$ cat src/rtl/mux_16b_2to1.sv
// 16-bit two-input word multiplexer built from sixteen identical 1-bit gate cells.
// A registered copy of the selected word is provided for pipeline-boundary use.

module mux_2to1_cell (
  input  logic in1,
  input  logic in2,
  input  logic sel,
  output logic out
);

  assign out = (~sel & in1) | (sel & in2);

endmodule

module mux_16b_2to1 (
  output logic [15:0] out,
  input  logic [15:0] in1,
  input  logic [15:0] in2,
  input  logic        sel,
  input  logic        clk,
  input  logic        rst,
  output logic [15:0] out_q
);

  // Combinational datapath: one gate cell per bit, sel fanned out to every cell,
  // so out stays correct even when clk/rst are left unconnected.
  for (genvar i = 0; i < 16; i++) begin : g_bit
    mux_2to1_cell u_cell (
      .in1 (in1[i]),
      .in2 (in2[i]),
      .sel (sel),
      .out (out[i])
    );
  end

  // Pipeline-boundary copy of the selected word; cleared by synchronous reset.
  always_ff @(posedge clk) begin
    if (rst) begin
      out_q <= 16'h0000;
    end else begin
      out_q <= out;
    end
  end

endmodule

$ cat config.mk
export PLATFORM = sky130hd
export DESIGN_NAME = mux_16b_2to1
export DESIGN_NICKNAME = d
export VERILOG_FILES = /design/src/rtl/mux_16b_2to1.sv
export SDC_FILE = /design/constraint.sdc
export NUM_CORES = 1
export LEC_CHECK = 0
export ABC_AREA = 1
export CORE_MARGIN = 8
export CORE_UTILIZATION = 35
export DETAILED_ROUTE_END_ITERATION = 6
export GPL_ROUTABILITY_DRIVEN = 0
export GPL_TIMING_DRIVEN = 0
export MAX_ROUTING_LAYER = met4
export PLACE_DENSITY = 0.83
export SLEW_MARGIN = 10
export SYNTH_ARGS = -nofsm -noshare
export SYNTH_HDL_FRONTEND = slang
export SYNTH_SLANG_ARGS = --single-unit
$ cat constraint.sdc
create_clock -name clk -period 1.26 [get_ports clk]
set_input_delay 0.315 -clock clk [delete_from_list [all_inputs] [get_ports clk]]
set_output_delay 0.315 -clock clk [all_outputs]
set_load 0.01 [all_outputs]
Yosys cells after proc, flatten, opt, wreduce, memory -nomap -nowiden --
Cells that the tools add are included.
Word-level totals: output and inout port bits 32, bits in registers 16, word-level logic and storage cells 50
Cells by class: bitwise gates (word level) 49
Operators with widths (count):
- $and A1 B1 Y1 | 32
- $or A1 B1 Y1 | 16
- $not A1 Y1 | 1

Depth between registers and ports, before layout --
Gate-level depths: netlist of the first run.
word-level depth 3, mapped depth 7, mapped depth without buffers 4

By module --
From an unflattened synthesis of the first run, not the netlist that was laid out.
Unflattened totals: cell total of the unflattened synthesis 114, area, all modules 714.4 um2
Modules (own cells, without submodules):
- mux_16b_2to1 | area each 474.2 um2, cells each 50, instances 1
- mux_2to1_cell | area each 15.0 um2, cells each 4, instances 16

Worst setup path after synthesis of the first run --
Ideal clock, no wire load.
path kind in2out, start input sel, end output out[11], stages 7, path buffers 3, path slack 0.045 ns, arrival 0.900 ns, data required time 0.945 ns, path through buf_6 inv_6 buf_8 nand2_2 nand2_2 inv_1 buf_4
Between the ends: cells in the longest elaborated chain, start to end 3, elaborated cells between the ends (all ways) 4
Ends and longest elaborated chain:
- start: declaration | RTL line 19 | input logic sel,
- $not A1 Y1 | RTL line 11 | assign out = (~sel & in1) | (sel & in2);
- $and A1 B1 Y1 | RTL line 11
- $or A1 B1 Y1 (*) | RTL line 11
- end: declaration | RTL line 16 | output logic [15:0] out,
Every way passes the cells marked *; elsewhere a longest branch is shown, timed or not.

Worst setup path after layout of the first run --
start input sel, end output out[2]
The elaborated chain is that of the path after synthesis.

==> metrics, run 1 <==
Clock Sinks=16; area occupied by multi-input gates=538 um2; Worst Hold Path EP=out_q[15]; vias post-DR=1254; Yosys warnings=0; DR vias/cell=4.19; Placement Cell Area=0.00167 mm2; final instance area=approximately 0.0024 mm2; top flop regs=out_q: 16 flops; cts bufs inserted=3; grt ovf=0; Syn Area/Cell=6.63 um2; CP endpoint kind=output pin; register bank with the most flops=out_q; Peak supply drop=719 uV; Layout area overhead=140%; Non-Filler Instances=around 300; Hold Fails Final Rpt=0; met1 Use GR=between 10% and 20%; row count=19; Final #Nets=304; final worst-path cycle share=105%; failing checks=setup timing; final setup violation count=15; Die W=69.3 um; critical path's largest stage delay=~0.14 ns; clk root buf=clkbuf_4; crit path time final=1.32 ns; final WL=4580 um; Startpoint Class=input pin; final setup margin=-0.0605 ns; top post-synthesis cells by area=dfxtp_1 32%, inv_1 18%, nand2_2 13%, buf_4 12%, nand2_1 11%; CTS clk-pin slew, worst paths=0.10 ns; Leak=0.00145 uW; total track usage=18.5%; measured slew at the worst slew-check pin=0.214 ns; antenna violations before repair=0; Port Buffers=64; post-DP HPWL=between 2000 and 2500 um; Synth top area share=32.2%; Synth Net Count=185; post-synth cell types=12; share of cells above drive strength 1=60.1%; Fmax=approximately 760 MHz; WP data required=~0.94 ns; Seq cells post-synth=16; hold_sp=rst; Rel. slew slack=85.8%; Initial Util=between 30 and 40%; CTS tree=done; # IOs=67; DRT Pass-1 Iters=4; Die Y=around 69 um; RSZ-0062 raised after global routing=true; Min Hold Slack=0.305 ns; H-Tree Depth=1; Cells after Synth=150; global routing met3 resource utilization=3.86%; status=finished with violations; CP top delay family=buffers and inverters; Placed Instances=245; met2 usage in global routing=34.4%; fin. max-slew vios=0; first-pass GRT wire length=7180 um; worst path bufs/invs=6; # diodes=0; Hold Crit Class=input pin to flip-flop; drt drc=0; die area=about 0.0048 mm2; setup TNS=-0.455 ns; Slowest-stage cell, CP=buf_12; grt peak-use layer=met2; register area=between 300 and 400 um2; critical path class=input pin to output pin; max reg flops=16; DR WL/cell=15.3 um; Antenna Violating Nets Remaining=0; pin count of the biggest net entering global routing=11; Core Region=0.00273 mm2; sequential share of the synthesized area=between 30% and 40%; cell taking the most area after synthesis=dfxtp_1; Filler cells=approximately 150; number of global-route vias before repair=about 1600; CP most frequent cell=buf_12; Clock Path Buffers=2; Pwr Density=724 mW/mm2; initial DRC count=30; Post-Syn Area=995 um2; CP Cell Sequence=buf_12 -> clkinv_8 -> buf_12 -> buf_12 -> nand2_4 -> nand2_4 -> inv_2 -> buf_6; largest fanout on the critical path=5; arrival time at the worst endpoint=1.01 ns; hold path depth=2; Max Cap Viol=0; pre-CTS setup slack=-0.664 ns
## cell usage after synthesis
cell type,count
clkbuf_2,1
nand2_2,20
nor2_2,10
inv_6,1
buf_8,1
clkbuf_4,1
buf_4,16
buf_6,2
nand2_1,28
inv_1,48
dfxtp_1,16
nor2_1,6
## area by class of cell
type                       instances  share of cell area, %
tap                               31                   1.62
buffer                             5                   2.83
sequential                        16                   13.4
multi-input combinational         64                   22.5
timing repair buffer             130                   49.9
clock buffer                       4                   1.52
inverter                          49                   8.22
## layout by cell type, fill, tap and decap left out, types with 2 or more instances in the layout
cell type	count
buf_6	30
clkbuf_4	4
nand2_1	7
buf_4	49
inv_1	34
nand2_2	10
nor2_2	13
buf_12	3
nand2_4	31
nor2_1	2
inv_2	14
clkdlybuf4s15_1	2
buf_8	2
dfxtp_1	16
dlygate4sd2_1	45
## worst max path at each step
stage | start | to | slack (ns) | depth (start not counted)
after CTS | in2[2] | out[2] | -0.20 | 7
after global placement | in2[9] | out[9] | -0.65 | 7
after floorplan | sel | out[11] | 0.05 | 7
after detailed placement | in1[2] | out[2] | -0.66 | 7
after global routing | sel | out[2] | -0.08 | 8
final | sel | out[2] | -0.06 | 8
## per-stage QoR
step	power, uW	util (%)
3_5_place_dp	1080	61.2
6_report	1730	87.4
3_3_place_gp	1070	61.2
4_1_cts	1670	85.9
2_1_floorplan	808	-
5_1_grt	1810	87.4
## per-layer routing
| metal | share of wire [%] | up-vias |
|---|---|---|
| li1 | - | 618 |
| met1 | 39 | 579 |
| met2 | 56 | 49 |
| met3 | 3.7 | 8 |
| met4 | 1.7 | 0 |
| met5 | 0 | - |
## report_power, final
group          total, uW  switching, uW  internal [uW]
sequential           550           8.76            541
combinational        821            349            472
clock                359            183            176
## kinds of logic (layout without fill, tap and decap cells)
logic type	Yosys count	in the layout	synth area share [%]
buffers and inverters	70	188	36.1
AND/OR/NAND/NOR	64	64	31.7
flip-flops	16	16	32.2
## timing repair
item | 4_1_cts | 5_1_grt
pin swaps | 28 | 37
cloned | 1 | 1
setup buffers | 87 | 3
setup endpoints to repair | 32 | 30
gates resized for setup | 158 | 68
hold buffers | 0 | 0
hold endpoints to repair | 0 | 0
(Power assumes the default switching activity.)
==> inputs of run 2 (changes only) <==
- CTS_CLUSTER_DIAMETER: default -> 30
- PLACE_DENSITY: 0.83 -> 0.79
==> metrics, run 2 (synthesized netlist as in run 1, its figures left out) <==
max reg flops=16; top flop regs=out_q: 16 flops; Peak supply drop=649 uV; crit path time final=1.29 ns; # IOs=67; Fmax=773 MHz; CTS tree=done; Hold Crit Class=input pin to flip-flop; final setup violation count=7; failing checks=setup timing; vias post-DR=around 1300; DR vias/cell=4.15; pin count of the biggest net entering global routing=11; WP data required=0.94 ns; Initial Util=36.4%; total track usage=~17%; initial DRC count=42; Clock Sinks=16; Filler cells=176; Final #Nets=317; Rel. slew slack=86.8%; cts bufs inserted=3; Core Region=0.00273 mm2; register area=320 um2; arrival time at the worst endpoint=roughly 0.98 ns; DR WL/cell=13.3 um; post-DP HPWL=2120 um; Pwr Density=740 mW/mm2; H-Tree Depth=1; register bank with the most flops=out_q; fin. max-slew vios=0; grt ovf=0; Leak=about 0.0014 uW; Hold Fails Final Rpt=0; # hold bufs at CTS=0; Die Y=69.3 um; # diodes=0; drt drc=0; most common cell after layout, fill and taps aside=buf_4; CTS clk-pin slew, worst paths=roughly 0.12 ns; die area=0.00480 mm2; number of global-route vias before repair=1477; Final Util=84.0%; final setup margin=-0.0342 ns; measured slew at the worst slew-check pin=0.197 ns; antenna violations before repair=0; DRT Pass-1 Iters=4; most frequent cells in the layout=73 x buf_4, 43 x dlygate4sd2_1, 35 x inv_1; Layout area overhead=131%; Port Buffers=64; Min Hold Slack=0.292 ns; Antenna Violating Nets Remaining=0; Clock Path Buffers=2; final worst-path cycle share=103%; setup TNS=-0.127 ns; share of cells above drive strength 1=57.3%; first-pass GRT wire length=about 6600 um; area occupied by multi-input gates=403 um2; clk root buf=clkbuf_4; row count=19; RSZ-0062 raised after global routing=true; final WL=4150 um; Max Cap Viol=0; CP endpoint kind=output pin; status=finished with violations; Die W=between 60 and 70 um; Startpoint Class=input pin; critical path class=input pin to output pin; largest fanout on the critical path=5
==> run 2: cell types whose count changed in the layout (fill, tap and decap cells not counted), moves of 2 or more <==
cell,previous run,this run
buf_4,49,73
buf_6,30,21
buf_8,2,0
clkdlybuf4s15_1,2,4
dlygate4sd2_1,45,43
nand2_1,7,19
nand2_2,10,18
nand2_4,31,11
==> run 2: what timing repair did <==
item	CTS	global route
endpoints found under the setup margin	32	26
buffers inserted	79	2
endpoints found under the hold margin	0	0
resized for setup	156	24
pin swaps	26	12
gates cloned	1	0
==> run 2: worst max-delay path, stage by stage <==
cell	delay, ns
buf_12	0.11
inv_8	0.06
buf_12	0.10
buf_12	0.12
nand2_2	0.05
nand2_2	0.07
inv_2	0.04
buf_6	0.11
==> run 2: where the power goes <==
group | switching, uW | internal [uW] | total, uW
Combinational | 310 | 475 | 785
Sequential | 8.29 | 541 | 549
Clock | 188 | 176 | 364
==> run 2: final cells by class <==
| class | instances | share of cell area (%) |
|---|---|---|
| multi-input cells | 64 | 17.5 |
| plain buffers | 5 | 2.78 |
| clock buffers | 4 | 1.58 |
| inverters | 49 | 8.34 |
| flip-flops and latches | 16 | 14.0 |
| repair buffers | 143 | 54.1 |
| well taps | 31 | 1.69 |
==> run 2: final timing paths <==
check / start / cells after the start / slack, ns / end
worst max-delay path: sel / 8 / -0.03 / out[9]
worst min-delay path: rst / 2 / 0.29 / out_q[2]
==> run 2: per-layer routing <==
| layer | wire length, um | GRT usage (%) | up-vias |
|---|---|---|---|
| met5 | 0 | - | - |
| met4 | 85 | 7.97 | 0 |
| met3 | 164 | 3.72 | 8 |
| met2 | 2230 | 32.1 | 45 |
| met1 | 1680 | 16.3 | 598 |
| li1 | - | - | 645 |
==> run 2: per-stage QoR <==
step | cell area (um2) | total power, uW | instances | setup slack [ns]
3_3_place_gp | 1670 | 1070 | 245 | -0.647
5_1_grt | 2300 | 1790 | 312 | -0.0847
4_1_cts | 2270 | 1650 | 314 | -0.196
3_5_place_dp | 1670 | 1080 | 245 | -0.666
6_report | 2300 | 1700 | 312 | -0.0342
2_1_floorplan | 995 | 808 | 150 | 0.0454
==> inputs of run 3 (changes only) <==
- CAP_MARGIN: default -> 0
==> results of run 3 <==
Final layout, timing and power as in run 2 (identical DEF).
